==> config.mk <==
export PLATFORM = sky130hd
export DESIGN_NAME = clb_chain_loader
export DESIGN_NICKNAME = d
export VERILOG_FILES = /design/src/rtl/clb_chain_loader.sv
export SDC_FILE = /design/constraint.sdc
export NUM_CORES = 1
export LEC_CHECK = 0
export ABC_AREA = 1
export BUFFER_PORTS_ARGS = -buffer_cell sky130_fd_sc_hd__buf_2
export CORE_ASPECT_RATIO = 0.9
export CORE_UTILIZATION = 35
export DETAILED_ROUTE_END_ITERATION = 10
export PLACE_DENSITY = 0.49
export SYNTH_ARGS = -nofsm -noshare
export SYNTH_HDL_FRONTEND = slang
export SYNTH_SLANG_ARGS = --single-unit
==> constraint.sdc <==
create_clock -name prog_clk -period 2 [get_ports prog_clk]
set_clock_uncertainty 0.2 [all_clocks]
set_input_delay 0.3 -clock prog_clk [delete_from_list [all_inputs] [get_ports prog_clk]]
set_output_delay 0.3 -clock prog_clk [all_outputs]
set_load 0.01 [all_outputs]
==> src/rtl/clb_chain_loader.sv <==
// Serial configuration loader for a daisy chain of CLBs: streams bytes out LSB first,
// then optionally recirculates the chain once and compares CRC-8 signatures.
module clb_chain_loader #(
    parameter int  NUM_CLBS  = 4,
    parameter int  CLB_BITS  = 17,
    localparam int CHAIN_LEN = NUM_CLBS * CLB_BITS
) (
    input  logic       prog_clk,
    input  logic       prog_rst,
    input  logic       start,
    input  logic       verify_en,
    input  logic [7:0] s_data,
    input  logic       s_valid,
    output logic       s_ready,
    output logic       prog_in,
    output logic       prog_en,
    input  logic       chain_out,
    output logic       busy,
    output logic       done,
    output logic       verify_ok,
    output logic       verify_err
);

    // state  | meaning
    // IDLE   | waiting for start
    // FETCH  | s_ready high, waiting for the next bitstream byte
    // SHIFT  | shifting byte_reg out, one bit per clock
    // VERIFY | chain recirculating through prog_in, folding chain_out into crc_rd
    // DONE   | one-cycle done pulse, verify result registered on exit

    localparam int CNT_W = $clog2(CHAIN_LEN + 1);
    localparam logic [CNT_W-1:0] LAST_BIT = CNT_W'(CHAIN_LEN - 1);
    localparam logic [CNT_W-1:0] VFY_LEN  = CNT_W'(CHAIN_LEN);

    typedef enum logic [2:0] {
        IDLE,
        FETCH,
        SHIFT,
        VERIFY,
        DONE
    } state_t;

    state_t           state;
    logic [7:0]       byte_reg;
    logic [2:0]       bit_idx;
    logic [CNT_W-1:0] bit_total;
    logic [CNT_W-1:0] vfy_cnt;
    logic [7:0]       crc_wr;
    logic [7:0]       crc_rd;
    logic             verify_lat;

    function automatic logic [7:0] crc8_step(input logic [7:0] crc, input logic b);
        logic fb;
        fb = crc[7] ^ b;
        return {crc[6:0], 1'b0} ^ (fb ? 8'h07 : 8'h00);
    endfunction

    // Decoded straight from registers so prog_en/prog_in cannot glitch between states
    // and drop the moment the asynchronous reset hits the state register.
    assign s_ready = (state == FETCH);
    assign busy    = (state != IDLE);
    assign done    = (state == DONE);
    assign prog_en = (state == SHIFT) || (state == VERIFY);
    assign prog_in = (state == SHIFT)  ? byte_reg[bit_idx] :
                     (state == VERIFY) ? chain_out : 1'b0;

    always_ff @(posedge prog_clk or posedge prog_rst) begin
        if (prog_rst) begin
            state      <= IDLE;
            byte_reg   <= '0;
            bit_idx    <= '0;
            bit_total  <= '0;
            vfy_cnt    <= '0;
            crc_wr     <= '0;
            crc_rd     <= '0;
            verify_lat <= 1'b0;
            verify_ok  <= 1'b0;
            verify_err <= 1'b0;
        end else begin
            case (state)
                IDLE: begin
                    if (start) begin
                        state      <= FETCH;
                        verify_lat <= verify_en;
                        bit_total  <= '0;
                        crc_wr     <= '0;
                        crc_rd     <= '0;
                        verify_ok  <= 1'b0;
                        verify_err <= 1'b0;
                    end
                end
                FETCH: begin
                    if (s_valid) begin
                        byte_reg <= s_data;
                        bit_idx  <= '0;
                        state    <= SHIFT;
                    end
                end
                SHIFT: begin
                    bit_idx   <= bit_idx + 3'd1;
                    bit_total <= bit_total + CNT_W'(1);
                    crc_wr    <= crc8_step(crc_wr, byte_reg[bit_idx]);
                    // Final chain bit wins over the byte boundary; spare bits of the last byte are dropped.
                    if (bit_total == LAST_BIT) begin
                        state   <= verify_lat ? VERIFY : DONE;
                        vfy_cnt <= VFY_LEN;
                    end else if (bit_idx == 3'd7) begin
                        state <= FETCH;
                    end
                end
                VERIFY: begin
                    crc_rd  <= crc8_step(crc_rd, chain_out);
                    vfy_cnt <= vfy_cnt - CNT_W'(1);
                    if (vfy_cnt == CNT_W'(1)) begin
                        state <= DONE;
                    end
                end
                DONE: begin
                    state <= IDLE;
                    if (verify_lat) begin
                        verify_ok  <= (crc_wr == crc_rd);
                        verify_err <= (crc_wr != crc_rd);
                    end
                end
                default: state <= IDLE;
            endcase
        end
    end

endmodule
# Word level (Yosys, flattened, before mapping)
# Cells that the tools add are included.
dict set report word_totals {
  out_inout_bits 7
  regBits 47
}
dict set report op_classes {
  eq_ne 15
  add_sub_neg 3
  order_cmp 1
  muxes 27
  n_bitwise 4
  n_reduce_logical 16
}
# cell n
set ops {}
lappend ops {{$pmux W8 S2} 2}
lappend ops {{$pmux W7 S2} 2}
lappend ops {{$mux W3} 9}
lappend ops {{$xor A8 B3 Y8} 2}
lappend ops {{$mux W7} 2}
lappend ops {{$pmux W3 S4} 1}
lappend ops {{$reduce_and A2 Y1} 6}
lappend ops {{$reduce_bool A2 Y1} 5}
lappend ops {{$eq A8 B8 Y1} 1}
lappend ops {{$mux W8} 1}
lappend ops {{$ne A8 B8 Y1} 1}
lappend ops {{$add A7 B1 Y7 const B} 1}
lappend ops {{$eq A7 B1 Y1 const B} 1}
lappend ops {{$eq A7 B7 Y1 const B} 1}
lappend ops {{$sub A7 B1 Y7 const B} 1}
lappend ops {{$eq A3 B2 Y1 const B} 2}
lappend ops {{$eq A3 B3 Y1 const B} 2}
lappend ops {{$mux W1} 6}
lappend ops {{$ne A2 B1 Y1 const B} 3}
lappend ops {{$pmux W3 S2} 1}
lappend ops {{$lt A3 B4 Y1 const B} 1}
lappend ops {{$ne A2 B2 Y1 const B} 2}
lappend ops {{$pmux W1 S2} 2}
lappend ops {{$reduce_and A4 Y1} 1}
lappend ops {{9 further kinds} 10}

# Depth between registers and ports, before layout
# Gate-level depths: netlist (run 1).
dict set report logic_depth {
  depth_word 6
  ltp_mapped 11
  depth_no_buf 11
}

# Worst setup path before layout (run 1)
# Ideal clock, no wire load.
dict set report synth_path {
  kind {register to output}
  from {register state[2]}
  to {output port prog_in}
  path_stages_with_launch 7
  arrival_time_ps 1291
  t_required_ps 1500
  setup_slack_ps 209
  path_cell_list {dfrtp_1 nor2_4 inv_4 nor2_8 inv_2 buf_6 o21ai_0}
}
dict set report synth_via {
  elab_chain_cells 3
}
# element line_no
set synth_lines {}
lappend synth_lines {{from (decl)} 43} ;# state_t state;
lappend synth_lines {{from (signal assigned)} 105} ;# state <= verify_lat ? VERIFY : DONE;
lappend synth_lines {{$eq A3 B2 Y1} 65} ;# (state == VERIFY) ? chain_out : 1'b0;
lappend synth_lines {{$mux W1} 65}
lappend synth_lines {{$mux W1 (*)} 64} ;# assign prog_in = (state == SHIFT) ? byte_reg[bit_idx] :
lappend synth_lines {{to (decl)} 15} ;# output logic prog_in,
# Mark *: on every way between the ends. The rest lies on a longest branch, timed or not.

# Worst setup path in the final report (run 1)
dict set report layout_path {
  from {register bit_idx[0]}
  to {output port prog_in}
}
dict set report layout_via {
  elab_chain_cells 3
}
# element line_no
set layout_lines {}
lappend layout_lines {{from (decl)} 45} ;# logic [2:0] bit_idx;
lappend layout_lines {{from (signal assigned)} 100} ;# bit_idx <= bit_idx + 3'd1;
lappend layout_lines {{$bmux W1 S3} 64}
lappend layout_lines {{$mux W1 (implied by the code)} 64}
lappend layout_lines {{$mux W1} 64}
# Every way passes these cells. The select of a mux whose other input is x is not followed.

==> results of run 1 <==
layout make-up:
cell class                      instances  area (µm²)
Sequential cell                        47        1177
Clock inverter                          3       67.56
Clock buffer                            5       68.82
Multi-Input combinational cell        182        1059
Inverter                               58       222.7
Timing Repair Buffer                   34       237.7
Fill cell                             684        3781
Tap cell                               90       112.6
final timing paths:
check | from | end | slack [ns] | cells past startpoint
setup / recovery | bit_idx[0] | prog_in | 0.10 | 6
hold / removal | s_data[7] | byte_reg[7] | 0.009 | 3
setup reg to reg | bit_total[0] | vfy_cnt[6] | 0.25 | 8
hold reg to reg | vfy_cnt[6] | vfy_cnt[6] | 0.30 | 2
max in group asynchronous | prog_rst | bit_idx[0] | 0.97 | 4
min in group asynchronous | prog_rst | crc_rd[0] | 0.37 | 4
per-layer routing:
layer | track usage [%] | routed length (µm) | up-vias
met5 | 0 | 0 | -
li1 | - | - | 1012
met3 | 3.333 | 154 | 8
met2 | 24.17 | 2241 | 18
met1 | 21.21 | 2633 | 892
met4 | 5.714 | 81 | 0
Yosys cell counts, types with 5 or more instances:
master | count | area share (%)
o21ai_0 | 24 | 4.8
xor2_1 | 6 | 2.1
nand3_1 | 22 | 4.4
nand4_1 | 5 | 1.3
inv_1 | 51 | 7.7
o22ai_1 | 17 | 4.3
ha_1 | 5 | 2.5
nor2_1 | 14 | 2.1
nor2_4 | 5 | 2.3
inv_2 | 5 | 0.75
dfrtp_1 | 47 | 47
nand2_1 | 54 | 8.2
kinds of logic (layout without fill, tap and decap cells):
| kind of cell | count (synthesis) | after routing |
|---|---|---|
| AO/OA/AOI/OAI | 52 | 52 |
| XOR/XNOR | 10 | 10 |
| adder cells (fa/ha/maj) | 5 | 5 |
| buffers and inverters | 62 | 100 |
| flip-flops | 47 | 47 |
| AND/OR/NAND/NOR | 115 | 115 |
stage by stage:
step	util, %	total power [µW]	worst slack, ns
after detailed placement	40.09	3828	0.1760
after global routing	43.79	5152	0.009630
after floorplan	-	3339	0.2091
final	43.79	4709	0.1024
after global placement	40.09	3818	0.1961
after CTS	43.60	4745	0.01165
critical path, cell delays in order (launching register included):
cell and delay [ns]:
dfrtp_2 0.45, nand2_1 0.10, nand3_1 0.09, nand3_2 0.11
nand2_2 0.07, o21ai_2 0.13, buf_2 0.15
power by group:
group	total (µW)	leakage, µW	switching, µW	internal, µW
combinational	2260	0.000779	1400	853
sequential	1610	0.000612	275	1340
clock	838	0.0000644	339	499
what timing repair did:
item,in CTS,in global routing
gates resized for setup,3,4
gates cloned,0,0
hold buffers,8,0
pin swaps,1,0
buffers inserted,2,0
endpoints found under the setup margin,1,1
endpoints found under the hold margin,54,0
==> metrics.md, run 1 <==
| Metric | Value |
|---|---|
| Multiplexer share of the synthesized area | 0% |
| Final Hold Vio Count | 0 |
| Die width | 90.84 µm |
| # DRC | 0 |
| PortBufs | 20 |
| CTS HTree Levels | 2 |
| GRT overflow | 0 |
| Inserted Clock Buffers | 5 |
| RSZ-0062 raised after global routing | false |
| Register bit total from synthesis | 47 |
| Synth Area in Compound Gates | approximately an eighth |
| Clock root buffer | clkbuf_8 |
| Initial antenna violation count | 0 |
| Final critical-path share of the clock period | between 90% and 100% |
| Max VDD drop | 0.5760 mV |
| First-pass GRT wire length | 8783 µm |
| Critical Path Source Type | flip-flop |
| Die Ht | 81.96 µm |
| Synth Instances | between 200 and 300 |
| Run status | complete, no violations |
| Setup-failing EPs final | 0 |
| Placed Cells | 401 |
| Setup CP Type | flip-flop to output port |
| Worst EP arrival | between 1 and 1.5 ns |
| CTS max path bufs | 2 |
| Final worst path period need | 1.898 ns |
| Final setup TNS | 0 ns |
| # rows | 28 |
| Post-synthesis simple-gate area fraction | 23.70% |
| Most frequent cells in the layout | nand2_1, inv_1, dfrtp_1, o21ai_0 |
| Core area | about 6700 µm² |
| Commonest non-fill, non-tap cell in the layout | nand2_1 |
| XOR/XNOR share of the synthesized area | 3.523% |
| Syn. warnings | 0 |
| Share of cells above drive strength 1 | 20.06% |
| Maximum fanout along the worst path | 7 |
| Fraction of the mapped netlist area in adder cells | under 10% |
| DR WL/cell | 12.20 µm |
| Antenna fix cells | 0 |
| CTS tree | built |
| Gpl congestion | 0.8073 |
| Routed WL | between 5000 and 6000 µm |
| Main combinational cell family by area after synthesis | simple AND/OR/NAND/NOR gates |
| Die area | 7445 µm² |
| Setup crit end kind | output port |
| Fmax | 0.5270 GHz |
| Top FF cell, synth | dfrtp_1 |
| Syn Area/Cell | 8.543 µm² |
| Clock transition at path regs | 0.09 ns |
| Final Instance Area | 2945 µm² |
| First drt pass iteration count | 4 |
| Clk_lat worst skew | 0.30 ns |
| Vias in the first global route | 1,840 |
| Asr flop ratio synth | 100.0% |
| Vias | roughly 1,900 |
| Max_cap viols | 0 |
| Yosys cell types | 30 |
| Slew HR | ~80% |
| Starting DRT DRC Count | 61 |
| Post-DRT Antenna Nets | 0 |
| Sequential fraction of the synthesis area | 47.31% |
| Worst-Margin Slew | 0.3035 ns |
| Total track usage | between 15 and 20% |
| Post-synthesis net count | 310 |
| Data required time of the critical path | 1.50 ns |
| Post-route insts no fill | roughly 420 |
| Syn-to-layout area delta | 18.47% |
| Initial Util | between 30 and 40% |
| Post-synth EDFFs | 0 |
| Post-synthesis instance area | 2486 µm² |
| PD cells | 1599 nW/µm² |
| Placed inst area | 2696 µm² |
| Detailed placement HPWL | 3626 µm |
| Min Hold Slack | slightly above 0.009 ns |
| Largest net degree at the start of global routing | between 40 and 50 |
| Leak pwr | 0.001456 µW |
| Io pins | 21 |
| Path type of the worst min-delay path | input port to flip-flop |
| Clock sink count | 47 |
| Max Slew Vio Count | 0 |
| # nets final | 347 |
| Vias/cell | 4.606 |
Power figures use the tool's default switching activity.
==> run 2, diff against run 1 <==
Settings changed: MAX_ROUTING_LAYER set to met4.
==> metrics.md, run 2 (same netlist as run 1, synthesis figures left out) <==
| Metric | Value |
|---|---|
| Met3 routed WL | 183 µm |
| CTS HTree Levels | 2 |
| Max VDD drop | 0.5755 mV |
| CTS tree | built |
| Setup crit end kind | output port |
| Met1 wire length | 2613 µm |
| Most frequent cells in the layout | nand2_1, inv_1, dfrtp_1, o21ai_0 |
| Die width | between 90 and 100 µm |
| Setup CP Type | flip-flop to output port |
| Routed WL | 5115 µm |
| Top routing layer in use | met4 |
| Io pins | 21 |
| Final setup TNS | 0 ns |
| Die Ht | 81.96 µm |
| Detailed placement HPWL | 3626 µm |
| # nets final | 347 |
| Worst R2R Start | bit_total[0] |
| Antenna fix cells | 0 |
| GRT overflow | 0 |
| Placed Cells | 401 |
| DP Worst Slack | 0.1760 ns |
| Syn-to-layout area delta | 18.47% |
| Clock sink count | 47 |
| Starting DRT DRC Count | 49 |
| Inserted Clock Buffers | 5 |
| Final WS setup | roughly 0.10 ns |
| Hold_sp | s_data[7] |
| Vias in the first global route | 1,837 |
| Final critical-path share of the clock period | 94.89% |
| PD cells | 1599 nW/µm² |
| R2r endpoint | vfy_cnt[6] |
| RSZ-0062 raised after global routing | false |
| Fmax | 0.5269 GHz |
| Die area | 7445 µm² |
| # rows | 28 |
| Slew HR | 79.62% |
| PortBufs | 20 |
| Clk_lat worst skew | 0.30 ns |
| # DRC | 0 |
| Post-DRT Antenna Nets | 0 |
| Clock root buffer | clkbuf_8 |
| Final worst path period need | 1.898 ns |
| Commonest non-fill, non-tap cell in the layout | nand2_1 |
| Run status | complete, no violations |
| DR WL/cell | 12.21 µm |
| Final Hold Vio Count | 0 |
| Path type of the worst min-delay path | input port to flip-flop |
| Vias/cell | 4.613 |
| Initial antenna violation count | 0 |
| Post-route insts no fill | 419 |
| Critical Path Source Type | flip-flop |
| Reg-to-reg slack, setup | around 0.25 ns |
| Clock transition at path regs | 0.09 ns |
| Share of cells above drive strength 1 | 20.06% |
| Max Slew Vio Count | 0 |
| Gpl congestion | 0.8191 |
| Core area | 6726 µm² |
| Worst EP arrival | 1.40 ns |
| Total track usage | 15.95% |
| Initial Util | 36.96% |
| Vias | 1,933 |
| First drt pass iteration count | 4 |
| R2R cell count | 8 |
| Worst-Margin Slew | between 0.3 and 0.4 ns |
| CTS max path bufs | 2 |
| Data required time of the critical path | 1.50 ns |
| Largest net degree at the start of global routing | 48 |
| Met2 wire len | 2239 µm |
| Maximum fanout along the worst path | 7 |
| Setup-failing EPs final | 0 |
| Max_cap viols | 0 |
| Min-Delay Path Depth | 3 |
| Endpoint, Worst Hold | byte_reg[7] |
| Leak pwr | 0.001456 µW |
| First-pass GRT wire length | 8804 µm |
## run 2: worst max-delay path, stage by stage, from the launching register on
cell,delay [ns]
dfrtp_2,0.45
nand2_1,0.10
nand3_1,0.09
nand3_2,0.11
nand2_2,0.07
o21ai_2,0.13
buf_2,0.15
## run 2: layer usage
metal	up-vias	GRT usage, %
met5	-	-
met4	0	5.714
met3	8	3.333
met2	24	24.32
met1	890	21.16
li1	1011	-
## run 2: worst max path at each step
stage,from,depth (start not counted),to
after detailed placement,bit_idx[0],7,prog_in
after global routing,state[2],6,prog_in
final,bit_idx[0],6,prog_in
after global placement,bit_idx[0],7,prog_in
after floorplan,state[2],6,prog_in
after CTS,bit_idx[0],7,prog_in
## run 2: layout make-up
class	count	area [µm²]
Fill cell	684	3781
Multi-Input combinational cell	182	1059
Clock buffer	5	68.82
Sequential cell	47	1177
Tap cell	90	112.6
Inverter	58	222.7
Timing Repair Buffer	34	237.7
Clock inverter	3	67.56
## run 2: repair_timing
| item | in CTS | in global routing |
|---|---|---|
| hold endpoints to repair | 54 | 0 |
| pin swaps | 1 | 0 |
| setup endpoints to repair | 1 | 1 |
| gates resized for setup | 3 | 4 |
| setup buffers | 2 | 0 |
| hold buffers | 8 | 0 |
## run 2: metrics by stage
stage | power (µW) | util, % | hold slack (ns) | instance area (µm²)
after floorplan | 3339 | - | 0.2210 | 2486
after global placement | 3818 | 40.09 | 0.1641 | 2696
after detailed placement | 3828 | 40.09 | 0.1622 | 2696
after CTS | 4745 | 43.60 | 0.0004112 | 2933
after global routing | 5152 | 43.79 | 0.005544 | 2945
final | 4709 | 43.79 | 0.009050 | 2945
## run 2: power by group
group	total, µW	leakage [µW]	switching, µW	internal (µW)
Sequential	1610	0.000612	275	1340
Clock	838	0.0000644	340	499
Combinational	2260	0.000779	1400	853
Total	4710	0.00146	2020	2690
==> run 3, diff against run 2 <==
Settings changed: CELL_PAD_IN_SITES_DETAIL_PLACEMENT set to 1, CELL_PAD_IN_SITES_GLOBAL_PLACEMENT set to 2, PLACE_DENSITY 0.49 to 0.75.
==> metrics.md, run 3 (same netlist as run 1, synthesis figures left out) <==
| Metric | Value |
|---|---|
| Run status | complete, no violations |
| Vias/cell | between 4 and 5 |
| Syn-to-layout area delta | 18.27% |
| Reg-to-reg slack, setup | 0.24 ns |
| # nets final | 348 |
| Clock transition at path regs | 0.09 ns |
| Max Slew Vio Count | 0 |
| Starting DRT DRC Count | 90 |
| DR WL/cell | 13.52 µm |
| Multi-input logic area | 1084 µm² |
| Worst-Margin Slew | between 0.4 and 0.5 ns |
| Die area | around 7400 µm² |
| Detailed placement HPWL | 4176 µm |
| Max_cap viols | 0 |
| Sequential Power Share | 34.4% |
| CTS max path bufs | 2 |
| Final critical-path share of the clock period | 97.60% |
| Combinational share of power | 51.2% |
| Final Instance Area | 2940 µm² |
| Leak pwr | about 0.0015 µW |
| DP Worst Slack | 0.1656 ns |
| Gpl congestion | roughly 0.75 |
| Switching part of the total power | 44.26% |
| Internal power | 2644 µW |
| Total net switching power | approximately 2100 µW |
| PD cells | 1613 nW/µm² |
| Largest net degree at the start of global routing | 30 |
| # rows | 28 |
| Io pins | 21 |
| Final Hold Vio Count | 0 |
| Fillers | 821 |
| PortBufs | 20 |
| Total track usage | between 10% and 20% |
| Final worst path period need | about 2 ns |
| Initial antenna violation count | 0 |
| Share of cells above drive strength 1 | 23.10% |
| CTS HTree Levels | 2 |
| Met2 Use GR | between 20% and 30% |
| Initial Util | 36.96% |
| GRT overflow | 0 |
| RSZ-0062 raised after global routing | true |
| Antenna fix cells | 0 |
| Data required time of the critical path | 1.50 ns |
| Met3 GRT Util | 2.870% |
| # DRC | 0 |
| Inserted Clock Buffers | 5 |
| Final WS setup | 0.04792 ns |
| Busiest layer in global routing | met2 |
| Clk_lat worst skew | roughly 0.30 ns |
| Min Hold Slack | 0.004751 ns |
| Fmax | a little over 0.5 GHz |
| Core area | 6726 µm² |
| Die Ht | 81.96 µm |
| Max VDD drop | between 0.6 and 0.7 mV |
| Most frequent cells in the layout | inv_1, nand2_1, dfrtp_1, o21ai_0, buf_2 |
| Setup crit end kind | output port |
| GR Layer Usage met1 | 22.48% |
| Slew HR | 70.21% |
| Clock sink count | 47 |
| Post-DRT Antenna Nets | 0 |
| Final core occ | 43.71% |
| Maximum fanout along the worst path | 8 |
| Placed inst area | 2696 µm² |
| Die width | 90.84 µm |
| Path type of the worst min-delay path | input port to flip-flop |
| First drt pass iteration count | 4 |
| CTS tree | built |
| First-pass GRT wire length | 9984 µm |
| Clock Power Share | 14.4% |
| Clock root buffer | clkbuf_8 |
| Setup CP Type | flip-flop to output port |
| Worst EP arrival | 1.45 ns |
| Vias in the first global route | 2,064 |
| FF+latch area | between 1000 and 1500 µm² |
| Critical Path Source Type | flip-flop |
| Routed WL | 5665 µm |
| Setup-failing EPs final | 0 |
| Vias | slightly below 2,000 |
-- run 3: path summary, 6_finish.rpt --
check / from / endpoint / cells past startpoint
min in group asynchronous: prog_rst / byte_reg[0] / 3
hold reg to reg: verify_err / verify_err / 2
hold / removal: s_data[6] / byte_reg[6] / 3
setup / recovery: bit_idx[0] / prog_in / 7
setup reg to reg: state[2] / bit_total[4] / 8
max in group asynchronous: prog_rst / bit_total[2] / 4
-- run 3: layout make-up --
| cell class | instances | area share (%) |
|---|---|---|
| inverters | 58 | 7.660 |
| flip-flops and latches | 47 | 40.09 |
| repair buffers | 35 | 8.085 |
| multi-input cells | 182 | 36.85 |
| clock buffers | 6 | 2.468 |
| well taps | 90 | 3.830 |
| clock inverters | 1 | 1.021 |
-- run 3: routing by layer --
layer | vias up | wire (µm)
met4 | 0 | 82
met5 | - | 0
li1 | 1012 | -
met2 | 15 | 2655
met1 | 935 | 2830
met3 | 6 | 97
-- run 3: critical path: stages, from the launching register on --
cell	delay (ns)
dfrtp_2	0.47
inv_4	0.07
nand2_1	0.07
nand3_1	0.08
nand3_2	0.10
nand2_2	0.07
o21ai_2	0.14
buf_2	0.14
-- run 3: metrics by stage --
| stage | setup TNS [ns] | cells | power (µW) |
|---|---|---|---|
| 2_1_floorplan | 0 | 291 | 3339 |
| 3_3_place_gp | 0 | 401 | 3858 |
| 3_5_place_dp | 0 | 401 | 3887 |
| 4_1_cts | 0 | 414 | 4653 |
| 5_1_grt | -0.05636 | 419 | 5233 |
| 6_report | 0 | 419 | 4743 |
-- run 3: power groups by stage --
stage	clock network [µW]	logic, µW	registers [µW]
floorplan	0	1760	1580
global route	731	2810	1690
detailed placement	0	2240	1650
finish	682	2430	1630
global placement	0	2220	1640
CTS	714	2310	1630
-- run 3: repair_timing --
action                                  4_1_cts  5_1_grt
pin swaps                                     1        5
hold endpoints to repair                     22        0
hold buffers                                  5        0
buffers inserted                              1        5
endpoints found under the setup margin        1        1
resized for setup                             6       10
